### src/rtl/rr_arbiter8_pkg.sv
// rr_arbiter8_pkg: shared constants, state encoding and rotate helper for the round-robin arbiter
package rr_arbiter8_pkg;

    localparam int N_REQ        = 8;
    localparam int IDX_W        = 3;
    localparam int MAX_HOLD_DEF = 16;

    typedef enum logic {
        IDLE  = 1'b0,
        GRANT = 1'b1
    } state_t;

    // Rotate right so that result bit j is v[(j + s) mod 8]; bit 0 is the requester at s.
    function automatic logic [N_REQ-1:0] rotr8(input logic [N_REQ-1:0] v, input logic [IDX_W-1:0] s);
        logic [2*N_REQ-1:0] d;
        d = {v, v} >> s;
        return d[N_REQ-1:0];
    endfunction

endpackage

### src/rtl/rr_arbiter8_pri_enc8_lo.sv
// pri_enc8_lo: combinational 8-bit priority encoder, lowest set bit wins
//   vec   : input vector
//   idx   : index of lowest set bit (0 when none)
//   valid : at least one bit of vec is set
module pri_enc8_lo
    import rr_arbiter8_pkg::*;
(
    input  logic [N_REQ-1:0] vec,
    output logic [IDX_W-1:0] idx,
    output logic             valid
);

    always_comb begin
        idx   = '0;
        valid = |vec;
        // Descending scan so the lowest set bit is written last and wins.
        for (int i = N_REQ - 1; i >= 0; i--)
            if (vec[i]) idx = IDX_W'(i);
    end

endmodule

### src/rtl/rr_arbiter8.sv
// rr_arbiter8: 8-requester round-robin arbiter with MAX_HOLD forced rotation and registered outputs
//   clk       : clock, rising edge
//   rst       : asynchronous active-high reset
//   req       : request vector, bit i is requester i
//   gnt       : one-hot grant, zero when idle
//   gnt_idx   : binary index of the owner, zero when idle
//   gnt_valid : a grant is active
//   rot       : one-cycle pulse when the grant moved because of the hold timeout
module rr_arbiter8
    import rr_arbiter8_pkg::*;
#(
    parameter int MAX_HOLD = MAX_HOLD_DEF
) (
    input  logic             clk,
    input  logic             rst,
    input  logic [N_REQ-1:0] req,
    output logic [N_REQ-1:0] gnt,
    output logic [IDX_W-1:0] gnt_idx,
    output logic             gnt_valid,
    output logic             rot
);

    localparam logic [7:0] HOLD_LAST = 8'(MAX_HOLD - 1);

    state_t           state, state_nxt;
    logic [IDX_W-1:0] ptr, ptr_nxt;
    logic [7:0]       hold_cnt, hold_nxt;
    logic [IDX_W-1:0] idx_nxt;
    logic             valid_nxt;
    logic             rot_nxt;
    logic [IDX_W-1:0] enc_idx;
    logic             enc_valid;
    logic [IDX_W-1:0] sel_idx;
    logic             keep;
    logic             last;
    logic             others;

    pri_enc8_lo u_enc (
        .vec   (rotr8(req, ptr)),
        .idx   (enc_idx),
        .valid (enc_valid)
    );

    // The encoder sees requests relative to ptr; add ptr back to get the absolute index.
    assign sel_idx = enc_idx + ptr;
    assign keep    = (state == GRANT) && req[gnt_idx];
    assign last    = hold_cnt == HOLD_LAST;
    assign others  = |(req & ~gnt);

    always_comb begin
        state_nxt = state;
        ptr_nxt   = ptr;
        hold_nxt  = hold_cnt;
        idx_nxt   = gnt_idx;
        valid_nxt = gnt_valid;
        rot_nxt   = 1'b0;
        if (state == IDLE || !keep || (last && others)) begin
            // New selection: from idle, on release, or on timeout with another requester.
            // Searching from owner+1 reaches any other requester before the owner itself.
            if (enc_valid) begin
                state_nxt = GRANT;
                idx_nxt   = sel_idx;
                ptr_nxt   = sel_idx + 3'd1;
                hold_nxt  = '0;
                valid_nxt = 1'b1;
                rot_nxt   = keep;
            end else begin
                state_nxt = IDLE;
                idx_nxt   = '0;
                hold_nxt  = '0;
                valid_nxt = 1'b0;
            end
        end else begin
            // Owner keeps the grant; a lone owner at timeout just restarts its window.
            hold_nxt = last ? 8'd0 : hold_cnt + 8'd1;
        end
    end

    always_ff @(posedge clk or posedge rst) begin
        if (rst) begin
            state     <= IDLE;
            ptr       <= '0;
            hold_cnt  <= '0;
            gnt       <= '0;
            gnt_idx   <= '0;
            gnt_valid <= 1'b0;
            rot       <= 1'b0;
        end else begin
            state     <= state_nxt;
            ptr       <= ptr_nxt;
            hold_cnt  <= hold_nxt;
            gnt       <= valid_nxt ? N_REQ'(1) << idx_nxt : '0;
            gnt_idx   <= idx_nxt;
            gnt_valid <= valid_nxt;
            rot       <= rot_nxt;
        end
    end

endmodule

### config.mk
export PLATFORM = sky130hd
export DESIGN_NAME = rr_arbiter8
export DESIGN_NICKNAME = d
export VERILOG_FILES = /design/src/rtl/rr_arbiter8_pkg.sv /design/src/rtl/rr_arbiter8_pri_enc8_lo.sv /design/src/rtl/rr_arbiter8.sv
export SDC_FILE = /design/constraint.sdc
export NUM_CORES = 1
export LEC_CHECK = 0
export BUFFER_PORTS_ARGS = -buffer_cell sky130_fd_sc_hd__buf_4
export CAP_MARGIN = 20
export CORE_AREA = 2 2 63 65
export DETAILED_ROUTE_END_ITERATION = 7
export DIE_AREA = 0 0 65 67
export PLACE_DENSITY = 0.74
export SYNTH_ARGS = -nofsm -noshare
export SYNTH_HDL_FRONTEND = slang
export SYNTH_HIERARCHICAL = 1
export SYNTH_SLANG_ARGS = --single-unit
### constraint.sdc
create_clock -name clk -period 4.6 [get_ports clk]
set_input_delay 0.23 -clock clk [delete_from_list [all_inputs] [get_ports clk]]
set_output_delay 0.23 -clock clk [all_outputs]
set_load 0.01 [all_outputs]
==> flow_summary.json, run 1 <==
{
  "status": "complete, no violations",
  "antenna_left": 0,
  "period_minus_slack_ps": 3930,
  "ys_types": 43,
  "required_ps": 4750,
  "post_cts_buffers": 0,
  "cts_max_level": 1,
  "die_x_um": 65,
  "min_path_type": "in -> async",
  "critPathSlowestCell": "xnor2_1",
  "ctsRootBufferMaster": "clkbuf_8",
  "yosys.area.top_type": "dfrtp_1",
  "skew_ps": 4.15,
  "p_leak_nw": 0.899,
  "grt_max_degree": 26,
  "initial_core_util_pct": 48.5,
  "synth.area.top_cells": "dfrtp_1 (36%), mux4_2 (12%), mux2i_1 (7.4%), mux2_2 (5.8%), inv_1 (3.2%)",
  "path_cells": "mux2_2 > mux4_2 > o41ai_1 > ha_1 > inv_1 > fa_1 > xor2_1 > xnor2_1 > xor2_1 > mux2_1",
  "ys_warn_count": 6,
  "ctsHoldBuffers": 0,
  "synth.yosys.seq_area_share_pct": 35.7,
  "rsz0062_at_grt": "no",
  "vias": 1302,
  "worst-r2r-cell-count": 10,
  "cts_made_buffers": 3,
  "place_inst": 227,
  "diodes": 0,
  "setup_viol_count_final": 0,
  "groute.usage.overall_pct": 19.4,
  "worstSkewPairLatency_ps": 260,
  "wire_per_inst_um": 16.4,
  "cpMostUsedCell": "xor2_1",
  "grt_first_pass_wirelength_um": 6460,
  "final_cell_mix": "dfrtp_1 (25), buf_4 (22), inv_1 (15), nor2_1 (14), mux2i_1 (13)",
  "cts_buffer_depth": 2,
  "synth_nets": 177,
  "final_hold_viol_count": 0,
  "ios": 23,
  "ir_drop_uv": 471,
  "path_clk_slew_ps": 80,
  "synth.avg_cell_area_sq_um": 10.7,
  "r2r_end": "ptr[2]$_DFFE_PP0P_",
  "place_congestion": 0.833,
  "numPortBuffers": 22,
  "cp.arrival_ps": 4090,
  "cts_sinks": 25,
  "tightest_slew_ps": 936,
  "antenna_found_initial": 0,
  "r2r_setup_slack_ps": 670,
  "fin_nets": 198,
  "max-cap-violations": 0,
  "placement_rows": 22,
  "setup_tns_ps": 0,
  "die_area_sq_um": 4360,
  "dr.first_iter.drc_count": 68,
  "dr.pass1.iters": 4,
  "power_mw": 1.65,
  "timing.rr.start": "ptr[0]$_DFFE_PP0P_",
  "fmax_mhz": 254,
  "cpPeakStageDelay_ps": 650,
  "viasPerCell": 5.64,
  "drive_above_1_share_pct": 29.0,
  "layout.cells.non_filler": 231,
  "cts.repair.resized": 0,
  "synth_top_area_share_pct": 35.7,
  "cp_max_fo": 10,
  "p_per_area_nw_per_um2": 838,
  "drc_errors": 0,
  "grt_pass1_vias": 1316,
  "synthesis.area_sq_um": 1750,
  "core_sq_um": 3610,
  "relSlewSlack_pct": 37.5,
  "worstSetupPathType": "reg -> reg",
  "setup.worst_path.end_class": "register",
  "area_delta_synth_final_pct": 12.6,
  "slew_viol_final": 0,
  "layout_commonest_cell": "dfrtp_1",
  "cts_tree": "yes",
  "synth_seq_cells": 25,
  "fill_cells": 329,
  "wl_um": 3790,
  "synth_cells": 163,
  "hpwl_um": 2810,
  "grt_overflow_total": 0,
  "die_y_um": 67,
  "startpoint_type": "register",
  "timing.final.crit_share_pct": 85.5
}
==> layout make-up <==
type                       count  area, sq um  area share, %
tap                           48         60.1           3.05
inverter                      15         56.3           2.86
clock buffer                   3         41.3           2.10
timing repair buffer          22          165           8.38
multi-input combinational    117         1020           51.6
sequential                    25          626           31.7
clock inverter                 1         5.00          0.254
==> Yosys cell counts <==
| cell | n |
|---|---|
| dfrtp_1 | 25 |
| inv_1 | 15 |
| nor2_1 | 14 |
| mux2i_1 | 13 |
| nand2_1 | 10 |
| nand3_1 | 10 |
| mux2_2 | 9 |
| mux4_2 | 9 |
| nor2b_1 | 7 |
| xor2_1 | 6 |
| ha_1 | 3 |
| xnor2_1 | 3 |
| a22oi_1 | 2 |
| and3_1 | 2 |
| buf_6 | 2 |
| mux2_1 | 2 |
| nand2b_1 | 2 |
| nand3b_1 | 2 |
| nand4_1 | 2 |
| or2_2 | 2 |
| a2111oi_0 | 1 |
| a21bo_2 | 1 |
| a21boi_0 | 1 |
| a21oi_1 | 1 |
| a31oi_1 | 1 |
| and2b_2 | 1 |
| and3b_1 | 1 |
| buf_1 | 1 |
| buf_4 | 1 |
| clkbuf_1 | 1 |
| clkbuf_8 | 1 |
| fa_1 | 1 |
| nand4b_1 | 1 |
| nor2_2 | 1 |
| nor4_1 | 1 |
| nor4_2 | 1 |
| o2111ai_4 | 1 |
| o21ai_0 | 1 |
| o21ai_2 | 1 |
| o21bai_1 | 1 |
| o41ai_1 | 1 |
| or3_1 | 1 |
| or3b_2 | 1 |
==> layer usage <==
| layer | wire length, um | vias up | share of wire (%) | global-route usage, % |
|---|---|---|---|---|
| met2 | 1970 | 29 | 52 | 34.0 |
| li1 | - | 616 | - | - |
| met5 | 0 | - | 0 | 0 |
| met4 | 0 | 0 | 0 | 3.19 |
| met3 | 138 | 0 | 3.6 | 2.20 |
| met1 | 1680 | 657 | 44 | 26.3 |
==> stage by stage <==
step | setup WS, ps | hold WS [ps] | area [sq um] | utilization (%)
after floorplan | 1030 | 257 | 1750 | -
after global placement | 893 | 478 | 1920 | 53.4
after detailed placement | 745 | 484 | 1920 | 53.4
after CTS | 722 | 198 | 1970 | 54.6
after global routing | 431 | 268 | 1970 | 54.6
final | 665 | 174 | 1970 | 54.6
==> worst max-delay path by stage <==
stage	startpoint	end	slack, ps	cells after the start
after floorplan	ptr[0]$_DFFE_PP0P_	ptr[2]$_DFFE_PP0P_	1030	11
after global placement	ptr[0]$_DFFE_PP0P_	ptr[2]$_DFFE_PP0P_	890	10
after detailed placement	ptr[0]$_DFFE_PP0P_	ptr[2]$_DFFE_PP0P_	740	10
after CTS	ptr[0]$_DFFE_PP0P_	ptr[2]$_DFFE_PP0P_	720	10
after global routing	ptr[0]$_DFFE_PP0P_	ptr[2]$_DFFE_PP0P_	430	12
final	ptr[0]$_DFFE_PP0P_	ptr[2]$_DFFE_PP0P_	670	10
==> report_power, final <==
part,internal (mW),switching [mW]
combinational,0.542,0.576
clock,0.0604,0.0654
sequential,0.291,0.117
total,0.894,0.758
==> logic make-up (layout without fill, tap and decap cells) <==
kind of cell	Yosys count	count (layout)	share of synthesized area (%)
and+or+nand+nor	59	59	18.0
muxes	33	33	26.1
DFF	25	25	35.7
buffers and inverters	21	41	6.15
AOI/OAI and AO/OA	12	12	6.22
xor gates and xnor gates	9	9	4.50
adders and majority gates	4	4	3.29
==> worst max-delay path: cells and delay by family (launching register included) <==
family / cells / cell delay [ps]
buffers and inverters: 1 / 50
adder cells (fa/ha/maj): 2 / 580
multiplexers: 3 / 1240
AO/OA/AOI/OAI: 1 / 440
XOR/XNOR: 3 / 930
flip-flops: 1 / 590
==> flip-flops by register name, indices dropped and copies added, names as in the netlist <==
name / flops
gnt_idx: 3
ptr: 3
gnt: 8
rot: 1
state: 1
hold_cnt: 8
gnt_valid: 1
Note: power is estimated with default switching activity, not from simulation.
==> run 2: changes to the inputs <==
--- a/config.mk
+++ b/config.mk
@@ -11,6 +11,7 @@
 export DETAILED_ROUTE_END_ITERATION = 7
 export DIE_AREA = 0 0 65 67
 export PLACE_DENSITY = 0.74
+export RECOVER_POWER = 25
 export SYNTH_ARGS = -nofsm -noshare
 export SYNTH_HDL_FRONTEND = slang
 export SYNTH_HIERARCHICAL = 1
==> flow_summary.json, run 2 (synthesized netlist as in run 1, its figures left out) <==
{
  "place_inst": 227,
  "cts_max_level": 1,
  "grt_max_degree": 26,
  "post_cts_buffers": 0,
  "p_leak_nw": 0.898,
  "wl_um": 3790,
  "ir_drop_uv": 471,
  "numPortBuffers": 22,
  "cts.repair.resized": 0,
  "tightest_slew_ps": 935,
  "path_clk_slew_ps": 80,
  "fin_util_pct": 54.6,
  "worstSetupPathType": "reg -> reg",
  "p_per_area_nw_per_um2": 838,
  "status": "complete, no violations",
  "grt_overflow_total": 0,
  "startpoint_type": "register",
  "whs_ps": 174,
  "die_area_sq_um": 4360,
  "relSlewSlack_pct": 37.6,
  "die_x_um": 65,
  "drc_errors": 0,
  "die_y_um": 67,
  "grt_first_pass_wirelength_um": 6460,
  "antenna_found_initial": 0,
  "timing.final.crit_share_pct": 85.4,
  "ctsHoldBuffers": 0,
  "cp_max_fo": 10,
  "final_cell_mix": "dfrtp_1 (25), buf_4 (21), inv_1 (15), nor2_1 (14), mux2i_1 (13)",
  "dr.pass1.iters": 4,
  "cts_tree": "yes",
  "setup_tns_ps": 0,
  "antenna_left": 0,
  "rsz0062_at_grt": "no",
  "max-cap-violations": 0,
  "vias": 1301,
  "ctsRootBufferMaster": "clkbuf_8",
  "wire_per_inst_um": 16.4,
  "required_ps": 4750,
  "r2r_setup_slack_ps": 670,
  "diodes": 0,
  "area_delta_synth_final_pct": 12.6,
  "setup_viol_count_final": 0,
  "grt_pass1_vias": 1316,
  "postPlaceCellArea_sq_um": 1920,
  "place_congestion": 0.833,
  "slew_viol_final": 0,
  "hpwl_um": 2810,
  "final_hold_viol_count": 0,
  "period_minus_slack_ps": 3930,
  "ios": 23,
  "min_path_type": "in -> async",
  "drive_above_1_share_pct": 29.0,
  "layout.cells.non_filler": 231,
  "cp.arrival_ps": 4080,
  "fin_nets": 198,
  "initial_core_util_pct": 48.5,
  "worstSkewPairLatency_ps": 260,
  "skew_ps": 4.15,
  "cts_made_buffers": 3,
  "layout_commonest_cell": "dfrtp_1",
  "cts_sinks": 25,
  "top_regs": "gnt x8, hold_cnt x8",
  "cts_buffer_depth": 2,
  "core_sq_um": 3610,
  "placement_rows": 22,
  "finalInstanceArea_sq_um": 1970,
  "dr.first_iter.drc_count": 95,
  "setup.worst_path.end_class": "register",
  "viasPerCell": 5.63,
  "groute.usage.overall_pct": 19.4,
  "fmax_mhz": 255
}
## run 2: final timing paths
check,endpoint,from,depth (start not counted)
worst max-delay path,ptr[2]$_DFFE_PP0P_,ptr[0]$_DFFE_PP0P_,10
worst min-delay path,rot$_DFF_PP0_,rst,2
worst max register to register,ptr[2]$_DFFE_PP0P_,ptr[0]$_DFFE_PP0P_,10
worst min register to register,hold_cnt[0]$_DFF_PP0_,hold_cnt[0]$_DFF_PP0_,1
max in group asynchronous,hold_cnt[3]$_DFF_PP0_,rst,2
min in group clk,hold_cnt[0]$_DFF_PP0_,hold_cnt[0]$_DFF_PP0_,1
## run 2: metrics by stage
stage	setup slack (ps)	power, mW
after global placement	893	1.48
after floorplan	1030	1.30
after detailed placement	745	1.51
after CTS	722	1.65
final	672	1.65
after global routing	431	1.80
## run 2: metal layers
metal / vias to the layer above / part of all wire [%] / track usage, % / routed length (um)
met5: - / 0 / 0 / 0
li1: 616 / - / - / -
met1: 656 / 44 / 26.3 / 1680
met4: 0 / 0 / 3.19 / 0
met2: 29 / 52 / 34.0 / 1970
met3: 0 / 3.6 / 2.20 / 137
## run 2: area by class of cell
type                            count  area (sq um)
Fill cell                         329          1640
Multi-Input combinational cell    117          1020
Sequential cell                    25           626
Timing Repair Buffer               22           165
Tap cell                           48          60.1
Inverter                           15          56.3
Clock buffer                        3          41.3
Clock inverter                      1          5.00
## run 2: critical path, stage by stage (launching register included)
cell and delay [ps]:
dfrtp_1 580, mux2_2 420, mux4_2 510, o41ai_1 440, ha_1 210, inv_1 50, fa_1 370, xor2_1 160
xnor2_1 650, xor2_1 120, mux2_1 310
## run 2: power breakdown
part	switching [mW]	total, mW	leakage, nW	internal, mW
Sequential	0.117	0.408	0.321	0.291
Combinational	0.576	1.12	0.552	0.542
Clock	0.0654	0.126	0.0255	0.0604
==> run 3: changes to the inputs <==
==> constraint.sdc (replaced) <==
create_clock -name clk -period 4.35 [get_ports clk]
set_input_delay 0.2175 -clock clk [delete_from_list [all_inputs] [get_ports clk]]
set_output_delay 0.2175 -clock clk [all_outputs]
set_load 0.01 [all_outputs]
==> flow_summary.json, run 3 (synthesized netlist as in run 1, its figures left out) <==
{
  "relSlewSlack_pct": 37.3,
  "power.internal_uw": 945,
  "grt_overflow_total": 0,
  "min_path_type": "in -> async",
  "setup.worst_path.end_class": "register",
  "p_per_area_nw_per_um2": 881,
  "grt_max_degree": 26,
  "dr.pass1.iters": 4,
  "fin_nets": 198,
  "viasPerCell": 5.67,
  "numPortBuffers": 22,
  "power_mw": 1.74,
  "place_congestion": 0.833,
  "r2r_setup_slack_ps": 430,
  "r2r_end": "ptr[2]$_DFFE_PP0P_",
  "cts_max_level": 1,
  "ctsRootBufferMaster": "clkbuf_8",
  "startpoint": "ptr[0]$_DFFE_PP0P_",
  "finalInstanceArea_sq_um": 1970,
  "top_regs": "gnt x8, hold_cnt x8",
  "period_minus_slack_ps": 3920,
  "cp.arrival_ps": 4070,
  "die_x_um": 65,
  "antenna_found_initial": 0,
  "max-cap-violations": 0,
  "seq_area_sq_um": 626,
  "skew_ps": 1.88,
  "groute.usage.overall_pct": 19.1,
  "grt_pass1_vias": 1329,
  "ctsHoldBuffers": 0,
  "cts_buffer_depth": 2,
  "cp_max_fo": 10,
  "ir_drop_uv": 491,
  "drive_above_1_share_pct": 29.0,
  "worstSkewPairLatency_ps": 260,
  "timing.final.crit_share_pct": 90.0,
  "path_clk_slew_ps": 80,
  "cts_tree": "yes",
  "post_cts_buffers": 0,
  "die_y_um": 67,
  "cts_made_buffers": 3,
  "fill_cells": 332,
  "power_frac_comb_pct": 67.6,
  "rsz0062_at_grt": "no",
  "required_ps": 4500,
  "p_leak_nw": 0.898,
  "cpPeakStageDelay_ps": 640,
  "status": "complete, no violations",
  "setup_tns_ps": 0,
  "layout.cells.non_filler": 231,
  "swShare_pct": 45.6,
  "fmax_mhz": 255,
  "startpoint_type": "register",
  "p_sw_uw": 792,
  "area_delta_synth_final_pct": 12.6,
  "place_inst": 227,
  "pre_cts_slack_ps": 495,
  "p_clk_share_pct": 7.7,
  "cpMostUsedCell": "xor2_1",
  "antenna_left": 0,
  "worst-r2r-cell-count": 10,
  "tightest_slew_ps": 939,
  "core_sq_um": 3610,
  "final_hold_viol_count": 0,
  "diodes": 0,
  "layout_commonest_cell": "dfrtp_1",
  "worstSetupPathType": "reg -> reg",
  "critPathSlowestCell": "xnor2_1",
  "dr.first_iter.drc_count": 68,
  "hpwl_um": 2820,
  "wire_per_inst_um": 16.0,
  "vias": 1310,
  "die_area_sq_um": 4360,
  "slew_viol_final": 0,
  "cts.repair.resized": 0,
  "drc_errors": 0,
  "seqPwrFrac_pct": 24.7,
  "wl_um": 3690,
  "initial_core_util_pct": 48.5,
  "placement_rows": 22,
  "path_cells": "mux2_2 > mux4_2 > o41ai_1 > ha_1 > inv_1 > fa_1 > xor2_1 > xnor2_1 > xor2_1 > mux2_1",
  "setup_viol_count_final": 0,
  "postPlaceCellArea_sq_um": 1920,
  "timing.rr.start": "ptr[0]$_DFFE_PP0P_",
  "cts_sinks": 25,
  "grt_first_pass_wirelength_um": 6390,
  "ios": 23,
  "fin_ws_ps": 433,
  "final_cell_mix": "dfrtp_1 (25), buf_4 (21), inv_1 (15), nor2_1 (14), mux2i_1 (13)",
  "multi_input_area_sq_um": 1020
}
==> run 3: cell counts in the layout (fill, tap and decap cells not counted) <==
No cell type changed its count.
==> run 3: power by group through the flow <==
stage | Sequential [mW] | Combinational (mW) | Clock (mW)
after floorplan | 0.377 | 1.00 | 0
after global placement | 0.425 | 1.14 | 0
after detailed placement | 0.431 | 1.17 | 0
after CTS | 0.427 | 1.18 | 0.138
after global routing | 0.445 | 1.31 | 0.148
final | 0.429 | 1.17 | 0.133
==> run 3: final cells by class <==
cell class	instances	area share [%]
Timing Repair Buffer	22	8.38
Sequential cell	25	31.7
Clock inverter	1	0.254
Multi-Input combinational cell	117	51.6
Inverter	15	2.86
Tap cell	48	3.05
Clock buffer	3	2.10
==> run 3: how the worst max path moves through the flow <==
| stage | endpoint | slack (ps) | depth (start not counted) |
|---|---|---|---|
| floorplan | ptr[2]$_DFFE_PP0P_ | 780 | 11 |
| global placement | ptr[2]$_DFFE_PP0P_ | 640 | 10 |
| detailed placement | ptr[2]$_DFFE_PP0P_ | 490 | 10 |
| CTS | ptr[2]$_DFFE_PP0P_ | 480 | 10 |
| global route | ptr[2]$_DFFE_PP0P_ | 180 | 12 |
| finish | ptr[2]$_DFFE_PP0P_ | 430 | 10 |
==> run 3: per-layer routing <==
metal	track usage, %	share of wire (%)	vias to the layer above
li1	-	-	619
met1	25.9	44	659
met5	0	0	-
met4	3.99	0.27	0
met3	1.86	4.1	2
met2	33.2	51	30
==> run 3: critical path: cells and delay by family (launching register included) <==
kind,cells,cell delay [ps]
adders and majority gates,2,580
AOI/OAI and AO/OA,1,440
muxes,3,1230
xor gates and xnor gates,3,920
buffers and inverters,1,50
DFF,1,580
==> run 3: stage by stage <==
stage / util, % / hold slack (ps)
2_1_floorplan: - / 245
3_3_place_gp: 53.4 / 474
3_5_place_dp: 53.4 / 477
4_1_cts: 54.6 / 189
5_1_grt: 54.6 / 241
6_report: 54.6 / 165
